### src/rtl/mux_pkg.sv
// Shared constants and helpers for the channel mux / scan family.
package mux_pkg;

    localparam logic MODE_MANUAL = 1'b0;
    localparam logic MODE_SCAN   = 1'b1;

    // Never returns 0, so a degenerate N still yields a usable select width.
    function automatic int clog2_min1(input int n);
        return (n <= 2) ? 1 : $clog2(n);
    endfunction

endpackage

### src/rtl/mux_scan_n_if.sv
// Output handshake bundle of mux_scan_n: registered sample, channel tag, valid/ready.
interface mux_scan_n_if #(
    parameter int W  = 8,
    parameter int SW = 3
);
    logic [W-1:0]  out_data;
    logic [SW-1:0] out_ch;
    logic          out_valid;
    logic          out_ready;

    modport master (output out_data, output out_ch, output out_valid, input out_ready);
    modport slave  (input out_data, input out_ch, input out_valid, output out_ready);
endinterface

### src/rtl/rr_pick_n.sv
// Combinational round-robin pick: first set mask bit at or after start, wrapping at N-1.
// Zero latency; no handshake.
module rr_pick_n #(
    parameter int N  = 8,
    parameter int SW = 3
) (
    input  logic [N-1:0]  mask,
    input  logic [SW-1:0] start,
    output logic [SW-1:0] idx,
    output logic          found
);

    logic [N-1:0]  rot;
    logic [SW-1:0] off;
    logic [SW:0]   sum;

    always_comb begin
        // Rotate so that bit 0 of rot corresponds to channel 'start'.
        rot = N'({mask, mask} >> start);
        off = '0;
        for (int i = N - 1; i >= 0; i--) begin
            if (rot[i]) off = SW'(i);
        end
        sum = {1'b0, start} + {1'b0, off};
        if (sum >= (SW + 1)'(N)) sum = sum - (SW + 1)'(N);
        idx   = sum[SW-1:0];
        found = |mask;
    end

endmodule

### src/rtl/mux_scan_n.sv
// N:1 W-bit channel mux, manual select or round-robin auto-scan over enabled channels.
// One cycle latency from inputs to registered outputs; outputs hold while out_valid && !out_ready.
module mux_scan_n
    import mux_pkg::*;
#(
    parameter int N  = 8,
    parameter int W  = 8,
    parameter int SW = clog2_min1(N)
) (
    input  logic            clk,
    input  logic            rst_n,
    input  logic            mode,
    input  logic [SW-1:0]   sel,
    input  logic [N*W-1:0]  din,
    input  logic [N-1:0]    en_mask,
    mux_scan_n_if.master    out_if
);

    logic [W-1:0]  out_data_q, out_data_d;
    logic [SW-1:0] out_ch_q, out_ch_d;
    logic          out_valid_q, out_valid_d;
    logic [SW-1:0] ptr_q, ptr_d;

    logic [SW-1:0] pick_idx;
    logic          pick_found;
    logic          load;
    logic [SW:0]   pick_nxt;

    rr_pick_n #(.N(N), .SW(SW)) u_pick (
        .mask  (en_mask),
        .start (ptr_q),
        .idx   (pick_idx),
        .found (pick_found)
    );

    assign load = !out_valid_q || out_if.out_ready;

    always_comb begin
        out_data_d  = out_data_q;
        out_ch_d    = out_ch_q;
        out_valid_d = out_valid_q;
        ptr_d       = ptr_q;
        pick_nxt    = {1'b0, pick_idx} + (SW + 1)'(1);
        if (load) begin
            if (mode == MODE_MANUAL) begin
                // sel can exceed N-1 only when N is not a power of two.
                if ({1'b0, sel} < (SW + 1)'(N)) begin
                    out_data_d  = din[int'(sel)*W +: W];
                    out_ch_d    = sel;
                    out_valid_d = 1'b1;
                end else begin
                    out_valid_d = 1'b0;
                end
            end else if (pick_found) begin
                out_data_d  = din[int'(pick_idx)*W +: W];
                out_ch_d    = pick_idx;
                out_valid_d = 1'b1;
                ptr_d       = (pick_nxt == (SW + 1)'(N)) ? '0 : pick_nxt[SW-1:0];
            end else begin
                out_valid_d = 1'b0;
            end
        end
    end

    always_ff @(posedge clk or negedge rst_n) begin
        if (!rst_n) begin
            out_data_q  <= '0;
            out_ch_q    <= '0;
            out_valid_q <= 1'b0;
            ptr_q       <= '0;
        end else begin
            out_data_q  <= out_data_d;
            out_ch_q    <= out_ch_d;
            out_valid_q <= out_valid_d;
            ptr_q       <= ptr_d;
        end
    end

    assign out_if.out_data  = out_data_q;
    assign out_if.out_ch    = out_ch_q;
    assign out_if.out_valid = out_valid_q;

endmodule

### src/flat_wrapper.sv
// flat-port wrapper written by rule: the top's interface ports become plain ports
module mux_scan_n_flat import mux_pkg::*;
#(
    parameter int N  = 8,
    parameter int W  = 8,
    parameter int SW = clog2_min1(N)
)
  (clk, rst_n, mode, sel, din, en_mask, out_if_out_data, out_if_out_ch, out_if_out_valid, out_if_out_ready);
  mux_scan_n_if #(.W(W), .SW(SW)) out_if_i ();
  input  logic clk;
  input  logic rst_n;
  input  logic mode;
  input  logic [SW-1:0] sel;
  input  logic [N*W-1:0] din;
  input  logic [N-1:0] en_mask;
  output wire logic [$bits(out_if_i.out_data)-1:0] out_if_out_data;
  output wire logic [$bits(out_if_i.out_ch)-1:0] out_if_out_ch;
  output wire logic [$bits(out_if_i.out_valid)-1:0] out_if_out_valid;
  input wire logic [$bits(out_if_i.out_ready)-1:0] out_if_out_ready;
  assign out_if_out_data = out_if_i.out_data;
  assign out_if_out_ch = out_if_i.out_ch;
  assign out_if_out_valid = out_if_i.out_valid;
  assign out_if_i.out_ready = out_if_out_ready;
  mux_scan_n #(.N(N), .W(W), .SW(SW)) u_core (.clk(clk), .rst_n(rst_n), .mode(mode), .sel(sel), .din(din), .en_mask(en_mask), .out_if(out_if_i));
endmodule
### config.mk
export PLATFORM = sky130hd
export DESIGN_NAME = mux_scan_n_flat
export DESIGN_NICKNAME = d
export VERILOG_FILES = /design/src/rtl/mux_pkg.sv /design/src/rtl/mux_scan_n_if.sv /design/src/rtl/rr_pick_n.sv /design/src/rtl/mux_scan_n.sv /design/src/flat_wrapper.sv
export SDC_FILE = /design/constraint.sdc
export NUM_CORES = 1
export LEC_CHECK = 0
export BUFFER_PORTS_ARGS = -buffer_cell sky130_fd_sc_hd__buf_2
export CAP_MARGIN = 20
export CORE_ASPECT_RATIO = 0.75
export CORE_MARGIN = 2
export CORE_UTILIZATION = 44
export CTS_CLUSTER_DIAMETER = 200
export DETAILED_ROUTE_END_ITERATION = 12
export PLACE_DENSITY = 0.8
export SETUP_SLACK_MARGIN = 0.05
export SYNTH_ARGS = -nofsm -noshare
export SYNTH_HDL_FRONTEND = slang
export SYNTH_SLANG_ARGS = --single-unit
### constraint.sdc
create_clock -name clk -period 5.5 [get_ports clk]
set_clock_uncertainty 0.2 [all_clocks]
set_input_delay 0.275 -clock clk [delete_from_list [all_inputs] [get_ports clk]]
set_output_delay 0.275 -clock clk [all_outputs]
set_load 0.005 [all_outputs]
# ---- Yosys cells after proc, flatten, opt, wreduce, memory -nomap -nowiden
# Index checks and enable logic that the tools add are counted.
# W data, S select, Z words.
dict set report op_classes {
  addsub 3
  order_cmp 1
  eq_ne 2
  n_shift 3
  n_mux 16
  reduce_logical 5
}
# cell count
set ops {}
lappend ops {{$shiftx A64 B7 Y8} 2}
lappend ops {{$mux W3} 12}
lappend ops {{$mux W8} 2}
lappend ops {{$shr A16 B3 Y8} 1}
lappend ops {{$reduce_or A8 Y1} 1}
lappend ops {{$add A3 B1 Y4 const B} 1}
lappend ops {{$add A3 B3 Y4} 1}
lappend ops {{$eq A4 B4 Y1 const B} 1}
lappend ops {{$ge A4 B4 Y1 const B} 1}
lappend ops {{$reduce_and A3 Y1} 1}
lappend ops {{$sub A3 B1 Y3 const B} 1}
lappend ops {{$mux W1} 2}
lappend ops {{$ne A2 B1 Y1 const B} 1}
lappend ops {{$reduce_and A2 Y1} 1}
lappend ops {{$logic_not A1 Y1} 1}
lappend ops {{$logic_or A1 B1 Y1} 1}
dict set report totals {
  reg_bits 15
  in_bits 79
  output_inout_bits 12
  elab_cells 34
}

# ---- Depth between registers and ports, before layout
# Gate-level depths: netlist of the first run.
dict set report logic_depth {
  ltp_word 15
  mapped_depth 14
  ltp_nobuf 13
}

# ---- Cells and area by module
# A second synthesis of the first run with hierarchy kept.
dict set report hier_totals {
  cells_unflattened 146
  hier_area_um2 1647.8
}
# module instances cells_per_inst area_each_um2 seq_area_each_um2
set modules_own_cells {}
lappend modules_own_cells {mux_scan_n 1 104 1169.9 375.4}
lappend modules_own_cells {rr_pick_n 1 42 478.0 0.0}

# ---- Worst setup path after synthesis of the first run
# OpenSTA, ideal clock, no wires.
dict set report synth_timing {
  path_kind {reg-to-reg}
  start {reg u_core.ptr_q[1]}
  end {reg u_core.out_data_q[1], in the netlist u_core.out_if.out_data[1]}
  setup_ps 125
  arrival_ps 4029
  required_ps 5175
  slack_ps 1147
  path_stages_with_launch 14
  path_buffers 2
  synth_period_minus_slack_ps 4353
  path_cell_list {dfrtp_1 clkbuf_8 mux4_1 mux2_2 a21oi_1 o21ai_0 a21oi_1 nor2_1 ha_1 mux2i_1 buf_6 mux4_2 mux2_2 mux2_2}
}
dict set report synth_between {
  elab_chain_cells 15
  word_cells_on_any_way 16
  classes_between {2 x add/sub; 1 x order compare; 2 x shift; 11 x mux}
}
# element line
set synth_rtl {}
lappend synth_rtl {{start: declaration} mux_scan_n.sv:22} ;# logic [SW-1:0] ptr_q, ptr_d;
lappend synth_rtl {{start signal: assignment} mux_scan_n.sv:75} ;# ptr_q <= ptr_d;
lappend synth_rtl {{$shr A16 B3 Y8} rr_pick_n.sv:19} ;# rot = N'({mask, mask} >> start);
lappend synth_rtl {{$mux W3 (8 in a row)} rr_pick_n.sv:22} ;# if (rot[i]) off = SW'(i);
lappend synth_rtl {{$add A3 B3 Y4 (*)} rr_pick_n.sv:24} ;# sum = {1'b0, start} + {1'b0, off};
lappend synth_rtl {{$ge A4 B4 Y1 or $sub A3 B1 Y3 (tied branches)} rr_pick_n.sv:25} ;# if (sum >= (SW + 1)'(N)) sum = sum - (SW + 1)'(N);
lappend synth_rtl {{$mux W3 (*)} rr_pick_n.sv:25}
lappend synth_rtl {{$shiftx A64 B7 Y8 (*)} mux_scan_n.sv:55} ;# out_data_d = din[int'(pick_idx)*W +: W];
lappend synth_rtl {{$mux W8 (*)} mux_scan_n.sv:54} ;# end else if (pick_found) begin
lappend synth_rtl {{$mux W8 (*)} mux_scan_n.sv:45} ;# if (mode == MODE_MANUAL) begin
lappend synth_rtl {{end signal: assignment} mux_scan_n.sv:72} ;# out_data_q <= out_data_d;
lappend synth_rtl {{end: declaration} mux_scan_n.sv:19} ;# logic [W-1:0] out_data_q, out_data_d;
# Mark *: on every way between the ends. The rest lies on a longest branch, timed or not. The select of a mux whose other input is x is not followed.
# A chain may end at the register's enable or synchronous reset.

# ---- Worst setup path after layout of the first run
dict set report layout_timing {
  start {reg u_core.ptr_q[0]}
  end {reg u_core.out_data_q[6], in the netlist u_core.out_if.out_data[6]}
}
# Same word-level chain as after synthesis.

==> reports/qor.csv, run 1 <==
stage,metric,value,unit
setup_path,cpPeakStageDelay,640,ps
synthesis,synth_edf_count,0,
synthesis,yosysTopAreaCellShare,23.7,%
timing,fmax,233,MHz
finish,antenna_cells,0,
setup_path,cp.required,5430,ps
global_route,grt_use_total,22.2,%
drt,first_iter_violations,79,
clock_tree,cts.htree.levels,1,
setup_path,crit_chain,"mux4_1, mux2_2, a21oi_1, o21ai_0, a21oi_1, nor2_1, ha_1, mux2i_4, mux4_2, mux2_2, mux2_2",
synthesis,syn_inst,110,
clock_tree,clockRootBuffer,clkbuf_8,
hold_path,hold_path.class,input pin to flip-flop,
flow_run,maxCapViolCount,0,
die,die_h,55.9,µm
setup_path,crit_type,flip-flop to flip-flop,
die,rows,18,
setup_path,cp-end-kind,flip-flop,
global_route,grt_max_degree,18,
drt,routed_wirelength,4.18,mm
hold_path,min-delay-start,mode,
clock_tree,cts_tree,done,
setup_path,reg2reg_from,u_core.ptr_q[0],
synthesis,syn_avg_cell_area,14.4,µm²
setup_path,worstSetupStartpoint,u_core.ptr_q[0],
clock_tree,cts_num_sinks,15,
setup_path,path_delay_family,multiplexers,
synthesis,ys.flop_type,dfrtp_1,
finish,finish.net_count,284,
die,die_w,73.3,µm
power,leakagePower,0.971,nW
timing,period_needed,4290,ps
die,dieArea,4100,µm²
placed_design,gp_congestion,0.804,
timing,slew_violations,0,
setup_path,critPathLaunchType,flip-flop,
synthesis,synth_most_common_cell,mux2_2,
timing,timing_hold_violations_final,0,
placed_design,hpwl,3.44,mm
synthesis,synthTopCellsByCount,"mux2_2 (22), mux4_2 (16), dfrtp_1 (15)",
timing,worst_pin_slew,707,ps
synthesis,yosys.area.top_type,dfrtp_1,
synthesis,ys_warn_count,0,
drt,dr.pass1.iters,4,
timing,finalSetupViolations,0,
placed_design,pre_cts_slack,1190,ps
outcome,status,completed,
drt,wire_per_inst,17.3,µm
drt,viasPerCell,5.75,
clock_tree,cts_buffers,3,
setup_path,cp_slowest_cell,mux4_1,
drt,ant_nets,0,
global_route,antenna_found_initial,0,
finish,drive_above_1_share,69.7,%
die,start_util,47.2,%
timing,grt_setup_unrepaired,false,
timing,worst_slack,1210,ps
synthesis,synth-seq-cells,15,
global_route,grt_pass1_vias,1405,
global_route,grt-ovfl-total,0,
timing,max-slew-margin-rel,51.8,%
power,ir_worst_vdd,0.000295,V
clock_tree,clk_pin_slew_worst_paths,60,ps
setup_path,crit_fanout,13,
finish,syn_to_final_growth,33.5,%
synthesis,syn_nets,192,
timing,setup_tns,0,ps
power,power_density,576,nW/µm²
timing,holdWs,99.0,ps
drt,drcViolationCount,0,
die,coreArea,3360,µm²
placed_design,io_buffers,90,
clock_tree,clk_latency,250,ps
clock_tree,cts_max_path_buffers,2,
synthesis,syn_area,1580,µm²
synthesis,async_reset_ff_share,100,%
drt,vias,1386,
die,ios,91,
synthesis,ys_seq_area_share,23.7,%
setup_path,crit_buf_inv,0,
setup_path,path_common_cell,mux2_2,
synthesis,yosysUniqueCellTypes,30,
global_route,grt_first_pass_wirelength,6.91,mm
setup_path,arrival,4220,ps
synthesis,synth.area.top_cells,"dfrtp_1 (24%), mux4_2 (23%), mux2_2 (16%), mux4_1 (13%), mux2i_1 (3.2%)",
timing,post-route-period-util,78.0,%
==> through the flow <==
| stage | area, µm² | util, % | cells | power [mW] |
|---|---|---|---|---|
| after floorplan | 1580 | - | 110 | 0.942 |
| after global placement | 2060 | 61.3 | 236 | 1.11 |
| after detailed placement | 2060 | 61.3 | 236 | 1.14 |
| after CTS | 2110 | 63.0 | 241 | 1.23 |
| after global routing | 2110 | 63.0 | 241 | 1.32 |
| final | 2110 | 63.0 | 241 | 1.22 |
==> layout make-up <==
class / instances / area, µm²
clock buffers: 3 / 41.3
clock inverters: 1 / 5.00
fillers: 268 / 1240
inverters: 1 / 3.75
multi-input cells: 87 / 1150
flip-flops and latches: 15 / 375
well taps: 40 / 50.0
repair buffers: 94 / 483
==> worst paths after layout <==
check	to	slack, ps	cells past startpoint
setup / recovery	u_core.out_if.out_data[6]	1210	11
hold / removal	u_core.out_if.out_valid	100	2
setup reg to reg	u_core.out_if.out_data[6]	1210	11
hold reg to reg	u_core.out_if.out_ch[2]	290	1
max in group asynchronous	u_core.ptr_q[2]	4570	2
min in group asynchronous	u_core.out_if.out_data[7]	270	2
==> metal layers <==
layer / GRT usage [%] / wire (µm) / up-vias
li1: - / - / 642
met1: 30.2 / 1690 / 687
met2: 37.5 / 2230 / 53
met3: 4.35 / 231 / 4
met4: 3.70 / 23 / 0
met5: 0 / 0 / -
==> logic make-up (layout without fill, tap and decap cells) <==
group,Yosys count,after routing,share of synthesized area (%)
AOI/OAI and AO/OA,13,13,6.48
adders and majority gates,3,3,2.85
DFF,15,15,23.7
buffers and inverters,8,99,4.35
and+or+nand+nor,15,15,4.98
xor gates and xnor gates,5,5,2.77
muxes,51,51,54.9
==> layout by cell type (no fill, tap or decap), drive strengths merged, types with 2 or more instances in the layout <==
master   n
xor2     3
xnor2    2
o21ai    3
buf     93
dfrtp   15
a21boi   2
a21oi    4
mux4    24
or4      2
nor2     6
nand2    2
ha       2
nand2b   2
mux2    22
clkbuf   3
mux2i    5
==> worst register-to-register path, stage by stage, from the launching register on <==
cell and delay [ps]:
dfrtp_1 600, mux4_1 640, mux2_2 290, a21oi_1 120
o21ai_0 80, a21oi_1 160, nor2_1 60, ha_1 330
mux2i_4 570, mux4_2 580, mux2_2 260, mux2_2 270
==> power breakdown <==
part	switching [mW]	internal, mW
Sequential	0.0582	0.166
Clock	0.0392	0.0502
Combinational	0.377	0.526
Total	0.474	0.742
==> sequential cells by signal, indices dropped and copies added, names as in the netlist <==
| signal | cells |
|---|---|
| u_core.out_if.out_ch | 3 |
| u_core.ptr_q | 3 |
| u_core.out_if.out_valid | 1 |
| u_core.out_if.out_data | 8 |
==> repair_timing <==
| item | 4_1_cts | 5_1_grt |
|---|---|---|
| setup buffers | 0 | 0 |
| endpoints found under the hold margin | 15 | 0 |
| hold buffers | 1 | 0 |
| resized for setup | 0 | 0 |
Note: power is estimated with default switching activity, not from simulation.
==> run 2: changes to the inputs <==
==> constraint.sdc (replaced) <==
create_clock -name clk -period 4 [get_ports clk]
set_clock_uncertainty 0.2 [all_clocks]
set_input_delay 0.2 -clock clk [delete_from_list [all_inputs] [get_ports clk]]
set_output_delay 0.2 -clock clk [all_outputs]
set_load 0.005 [all_outputs]
==> run 2 against run 1 <==
Global-route usage up 1.3 points. Cell count is 4.6% higher. Final area rose by 9.8%. Critical path depth grew 1. Total power is 77% higher. Clock-buffer cell count unchanged. Via count grew 1.9%. Combinational power is 90% higher.
==> reports/qor.csv, run 2 (same netlist as run 1, synthesis figures left out) <==
stage,metric,value,unit,change
placed_design,gp_congestion,0.870,,was 0.804
power,pwr-share-comb,79.7,%,was 74.2%
drt,viasPerCell,5.61,,was 5.75
hold_path,min_delay_path_depth,2,,unchanged
clock_tree,cts_buffers,3,,unchanged
finish,drive_above_1_share,78.3,%,was 69.7%
die,coreArea,3360,µm²,unchanged
finish,final_cell_mix,"buf_2 (90), mux4_2 (23), mux2_4 (14), dfrtp_1 (14)",,"was buf_2 (90), mux2_2 (22), mux4_2 (16)"
die,ios,91,,unchanged
setup_path,cp-end-kind,flip-flop,,unchanged
die,die_w,73.3,µm,unchanged
global_route,antenna_found_initial,0,,unchanged
finish,finish.net_count,295,,was 284
finish,layout_commonest_cell,buf_2,,unchanged
timing,max-slew-margin-rel,64.8,%,was 51.8%
clock_tree,clk_pin_slew_worst_paths,70,ps,was 60 ps
global_route,grt-ovfl-total,0,,unchanged
power,ir_worst_vdd,0.000432,V,was 0.000295 V
die,dieArea,4100,µm²,unchanged
drt,ant_nets,0,,unchanged
power,p_seq_share,13.9,%,was 18.5%
timing,post-route-period-util,99.7,%,was 78.0%
flow_run,maxCapViolCount,0,,unchanged
setup_path,arrival,3940,ps,was 4220 ps
hold_path,holdPathEnd,u_core.out_if.out_valid,,unchanged
finish,fin_util,69.2,%,was 63.0%
drt,drcViolationCount,0,,unchanged
die,rows,18,,unchanged
setup_path,reg2reg_from,u_core.ptr_q[0],,unchanged
clock_tree,cts.htree.levels,1,,unchanged
clock_tree,clk_latency,270,ps,was 250 ps
drt,dr.pass1.iters,4,,unchanged
setup_path,reg2regPathDepth,12,,was 11
timing,finalSetupViolations,0,,unchanged
clock_tree,cts_max_path_buffers,2,,unchanged
placed_design,io_buffers,90,,unchanged
timing,worst_pin_slew,528,ps,was 707 ps
setup_path,crit_type,flip-flop to flip-flop,,unchanged
finish,syn_to_final_growth,46.6,%,was 33.5%
drt,wire_per_inst,18.8,µm,was 17.3 µm
die,start_util,47.2,%,unchanged
global_route,grt_pass1_vias,1499,,"was 1,405"
power,p_int,1.33,mW,was 0.742 mW
timing,worst_slack,12.2,ps,was 1210 ps
timing,period_needed,3990,ps,was 4290 ps
power,p_clk_share,6.3,%,was 7.3%
global_route,grt_max_degree,18,,unchanged
power,power_switching,0.827,mW,was 0.474 mW
hold_path,min-delay-start,mode,,unchanged
clock_tree,cts_tree,done,,unchanged
hold_path,hold_path.class,input pin to flip-flop,,unchanged
power,power_density,929,nW/µm²,was 576 nW/µm²
timing,timing_hold_violations_final,0,,unchanged
power,swShare,38.4,%,was 39.0%
timing,slew_violations,0,,unchanged
global_route,grt_use_total,23.5,%,was 22.2%
placed_design,pre_cts_slack,-81.2,ps,was 1190 ps
clock_tree,cts_num_sinks,15,,unchanged
die,die_h,55.9,µm,unchanged
global_route,grt_first_pass_wirelength,7.24,mm,was 6.91 mm
timing,fmax,251,MHz,was 233 MHz
setup_path,critPathLaunchType,flip-flop,,unchanged
setup_path,cp.required,3950,ps,was 5430 ps
outcome,status,completed,,unchanged
setup_path,regToRegEndpoint,u_core.out_if.out_data[0],,was u_core.out_if.out_data[6]
clock_tree,clockRootBuffer,clkbuf_8,,unchanged
finish,largest_reg_flops,8,,unchanged
power,leakagePower,1.08,nW,was 0.971 nW
drt,vias,1413,,"was 1,386"
setup_path,r2r_slack,10,ps,was 1210 ps
drt,routed_wirelength,4.73,mm,was 4.18 mm
timing,grt_setup_unrepaired,true,,was false
setup_path,crit_fanout,7,,was 13
finish,antenna_cells,0,,unchanged
drt,first_iter_violations,46,,was 79
placed_design,hpwl,3.37,mm,was 3.44 mm
-- run 2: critical path, cell delays in order, from the launching register on --
cell	delay (ps)
dfrtp_2	470
buf_6	130
mux4_2	520
mux2_4	300
nor2_1	150
nand2b_1	90
a31oi_2	240
fa_2	510
mux2i_4	230
clkbuf_16	190
mux4_2	290
mux2_4	280
mux2_4	270
-- run 2: power by group through the flow --
stage | Combinational (mW) | Sequential (mW) | Clock (mW)
6_report | 1.72 | 0.300 | 0.137
5_1_grt | 1.83 | 0.313 | 0.140
4_1_cts | 1.47 | 0.292 | 0.136
3_5_place_dp | 1.38 | 0.293 | 0
3_3_place_gp | 1.35 | 0.288 | 0
2_1_floorplan | 1.08 | 0.272 | 0
-- run 2: layout make-up --
| class | instances | area (µm²) |
|---|---|---|
| inverters | 1 | 3.75 |
| fillers | 235 | 1030 |
| flip-flops and latches | 15 | 377 |
| multi-input cells | 87 | 1220 |
| clock buffers | 3 | 41.3 |
| clock inverters | 1 | 5.00 |
| repair buffers | 105 | 619 |
| well taps | 40 | 50.0 |
-- run 2: worst max path at each step --
stage / depth (start not counted) / from / to / slack, ps
floorplan: 14 / u_core.ptr_q[1] / u_core.out_if.out_data[1] / 60
global placement: 13 / u_core.ptr_q[0] / u_core.out_if.out_data[4] / 50
detailed placement: 13 / u_core.ptr_q[0] / u_core.out_if.out_data[4] / -80
CTS: 13 / u_core.ptr_q[0] / u_core.out_if.out_data[4] / 50
global route: 13 / u_core.ptr_q[0] / u_core.out_if.out_data[0] / -90
finish: 12 / u_core.ptr_q[0] / u_core.out_if.out_data[0] / 10
-- run 2: per-stage QoR --
step	power [mW]	cells	setup TNS [ps]	hold WS [ps]	instance area, µm²
final	2.16	252	0	35.3	2320
after global routing	2.29	252	-569	57.9	2320
after CTS	1.90	251	0	37.9	2220
after detailed placement	1.67	240	-388	-70.9	2120
after global placement	1.63	240	0	-75.5	2120
after floorplan	1.35	110	0	-296	1610
-- run 2: layer usage --
metal	track usage, %	share of wire, %
met3	4.71	5.1
met5	0	0
met4	10.6	1.6
met2	37.3	50
met1	30.9	43
-- run 2: repair_timing --
action	4_1_cts	5_1_grt
cloned	0	1
endpoints found under the setup margin	8	8
pin swaps	1	4
gates resized for setup	6	28
buffers inserted	6	0
hold endpoints to repair	15	0
hold buffers	1	0
==> run 3: changes to the inputs <==
--- a/config.mk
+++ b/config.mk
@@ -12,7 +12,7 @@
 export CORE_UTILIZATION = 44
 export CTS_CLUSTER_DIAMETER = 200
 export DETAILED_ROUTE_END_ITERATION = 12
-export PLACE_DENSITY = 0.8
+export PLACE_DENSITY_LB_ADDON = 0.2
 export SETUP_SLACK_MARGIN = 0.05
 export SYNTH_ARGS = -nofsm -noshare
 export SYNTH_HDL_FRONTEND = slang
==> run 3 against run 2 <==
Via count rose by 4.3%. Highest routed layer unchanged. Non-clock buffer count rose by 6. Critical endpoint is now u_core.out_if.out_data[4]. Maximum frequency fell by 2.4%. Global-route usage fell by 0.42 points. Sequential power barely moved. Flip-flop and latch count did not move. Final area fell by 1.1%. The flow now finishes with violations (setup timing). Register-to-register slack got worse by 98 ps. Setup slack got worse by 98 ps.
==> reports/qor.csv, run 3 (same netlist as run 1, synthesis figures left out) <==
stage,metric,value,unit,change
outcome,status,"complete, but fails checks",,was completed
outcome,violations,setup timing,,
setup_path,critPathLaunchType,flip-flop,,unchanged
global_route,grt_pass1_vias,1523,,"was 1,499"
drt,ant_nets,0,,unchanged
finish,antenna_cells,0,,unchanged
finish,final_cell_mix,"buf_2 (90), mux4_2 (23), mux2_2 (21)",,"was buf_2 (90), mux4_2 (23), mux2_4 (14), dfrtp_1 (14)"
clock_tree,cts.htree.levels,1,,unchanged
placed_design,hpwl,3.45,mm,was 3.37 mm
power,ir_worst_vdd,0.000429,V,was 0.000432 V
timing,fmax,245,MHz,was 251 MHz
drt,routed_wirelength,4.75,mm,was 4.73 mm
setup_path,cp-end-kind,flip-flop,,unchanged
power,p_clk_share,6.0,%,was 6.3%
finish,syn_to_final_growth,45.1,%,was 46.6%
setup_path,crit_type,flip-flop to flip-flop,,unchanged
timing,grt_setup_unrepaired,true,,unchanged
drt,vias,1474,,"was 1,413"
setup_path,path_common_cell,mux2_2,,was mux2_4
power,pwr-share-comb,79.8,%,was 79.7%
finish,largest_reg_flops,8,,unchanged
timing,slew_violations,0,,unchanged
die,die_h,55.9,µm,unchanged
global_route,antenna_found_initial,0,,unchanged
die,coreArea,3360,µm²,unchanged
drt,drcViolationCount,0,,unchanged
finish,layout_commonest_cell,buf_2,,unchanged
timing,worst_slack,-85.7,ps,was 12.2 ps
placed_design,gp_congestion,0.877,,was 0.870
finish,multi_input_area,1160,µm²,was 1220 µm²
die,start_util,47.2,%,unchanged
clock_tree,cts_max_path_buffers,2,,unchanged
drt,first_iter_violations,92,,was 46
timing,timing_hold_violations_final,0,,unchanged
power,swShare,37.4,%,was 38.4%
hold_path,hold_path.class,input pin to flip-flop,,unchanged
timing,post-route-period-util,102,%,was 99.7%
setup_path,cpPeakStageDelay,510,ps,was 520 ps
power,power_density,925,nW/µm²,was 929 nW/µm²
clock_tree,cts_tree,done,,unchanged
global_route,grt_use_total,23.1,%,was 23.5%
finish,fin_util,68.4,%,was 69.2%
die,rows,18,,unchanged
finish,finish.net_count,301,,was 295
finish,seq_area,377,µm²,unchanged
global_route,grt-ovfl-total,0,,unchanged
power,leakagePower,1.04,nW,was 1.08 nW
drt,wire_per_inst,18.4,µm,was 18.8 µm
clock_tree,clockRootBuffer,clkbuf_8,,unchanged
setup_path,cp.required,3940,ps,was 3950 ps
placed_design,io_buffers,90,,unchanged
clock_tree,cts_num_sinks,15,,unchanged
setup_path,cp_slowest_cell,mux4_2,,unchanged
global_route,grt_max_degree,18,,unchanged
finish,drive_above_1_share,77.1,%,was 78.3%
power,p_int,1.33,mW,about the same
timing,max-slew-margin-rel,69.1,%,was 64.8%
placed_design,dp.cells,240,,unchanged
global_route,grt_first_pass_wirelength,7.19,mm,was 7.24 mm
power,total_power,2.12,mW,was 2.16 mW
clock_tree,clk_pin_slew_worst_paths,60,ps,was 70 ps
timing,worst_pin_slew,464,ps,was 528 ps
power,power_switching,0.794,mW,was 0.827 mW
setup_path,crit_chain,"buf_4, mux4_2, mux2_2, o21ai_1, a21oi_1, nor2_1, ha_2, fa_2, mux2i_4, buf_12, mux4_2, mux2_2, mux2_2",,"was buf_6, mux4_2, mux2_4, nor2_1, nand2b_1, a31oi_2, fa_2, mux2i_4, clkbuf_16, mux4_2, mux2_4, mux2_4"
setup_path,path_delay_family,multiplexers,,unchanged
timing,finalSetupViolations,8,,was 0
finish,stdcell_count,258,,was 252
setup_path,r2r_slack,-90,ps,was 10 ps
finish,n_fill_cell,241,,was 235
setup_path,crit_buf_inv,2,,unchanged
timing,period_needed,4090,ps,was 3990 ps
power,p_seq_share,14.2,%,was 13.9%
clock_tree,clk_latency,250,ps,was 270 ps
drt,viasPerCell,5.71,,was 5.61
die,die_w,73.3,µm,unchanged
drt,dr.pass1.iters,6,,was 4
flow_run,maxCapViolCount,0,,unchanged
setup_path,crit_fanout,7,,unchanged
setup_path,arrival,4020,ps,was 3940 ps
die,dieArea,4100,µm²,unchanged
clock_tree,cts_buffers,3,,unchanged
die,ios,91,,unchanged
-- run 3: repair_timing --
action | CTS | global route
pin swaps | 1 | 4
gates cloned | 0 | 1
hold buffers | 1 | 0
buffers inserted | 8 | 4
endpoints found under the hold margin | 15 | 0
resized for setup | 7 | 10
setup endpoints to repair | 8 | 8
-- run 3: final cells by class --
type                       instances  share of cell area [%]
multi-input combinational         87                    50.4
timing repair buffer             111                    28.9
sequential                        15                    16.4
clock buffer                       4                    1.96
inverter                           1                   0.163
tap                               40                    2.18
-- run 3: power groups by stage --
stage / clock network [mW] / registers, mW / logic (mW)
5_1_grt: 0.140 / 0.309 / 1.82
3_3_place_gp: 0 / 0.292 / 1.32
4_1_cts: 0.130 / 0.296 / 1.51
2_1_floorplan: 0 / 0.272 / 1.08
3_5_place_dp: 0 / 0.299 / 1.38
6_report: 0.128 / 0.301 / 1.69
-- run 3: worst paths after layout --
kind | start | end | depth (start not counted)
max | u_core.ptr_q[0] | u_core.out_if.out_data[4] | 13
min | mode | u_core.out_if.out_valid | 2
max reg2reg | u_core.ptr_q[0] | u_core.out_if.out_data[4] | 13
min reg2reg | u_core.out_if.out_ch[2] | u_core.out_if.out_ch[2] | 1
max in group asynchronous | rst_n | u_core.ptr_q[0] | 2
min in group asynchronous | rst_n | u_core.out_if.out_ch[2] | 2
-- run 3: worst reg2reg max path: stages (launching register included) --
cell and delay, ps:
dfrtp_2 460, buf_4 150, mux4_2 510, mux2_2 300, o21ai_1 130, a21oi_1 70, nor2_1 180, ha_2 240
fa_2 470, mux2i_4 260, buf_12 160, mux4_2 290, mux2_2 280, mux2_2 270
-- run 3: stage by stage --
stage          instance area [µm²]  setup TNS (ps)  setup slack [ps]  hold slack (ps)
5_1_grt                       2300           -1530              -204             57.9
3_3_place_gp                  2120               0              50.0            -69.7
4_1_cts                       2230               0              29.0             48.9
6_report                      2300            -444             -85.7             46.2
2_1_floorplan                 1610               0              64.6             -296
3_5_place_dp                  2120            -650             -95.3            -67.4
-- run 3: per-layer routing --
| metal | global-route usage, % | up-vias | routed length (µm) |
|---|---|---|---|
| met4 | 5.56 | 0 | 61 |
| li1 | - | 664 | - |
| met2 | 39.3 | 78 | 2490 |
| met5 | 0 | - | 0 |
| met1 | 29.1 | 724 | 1840 |
| met3 | 6.16 | 8 | 352 |
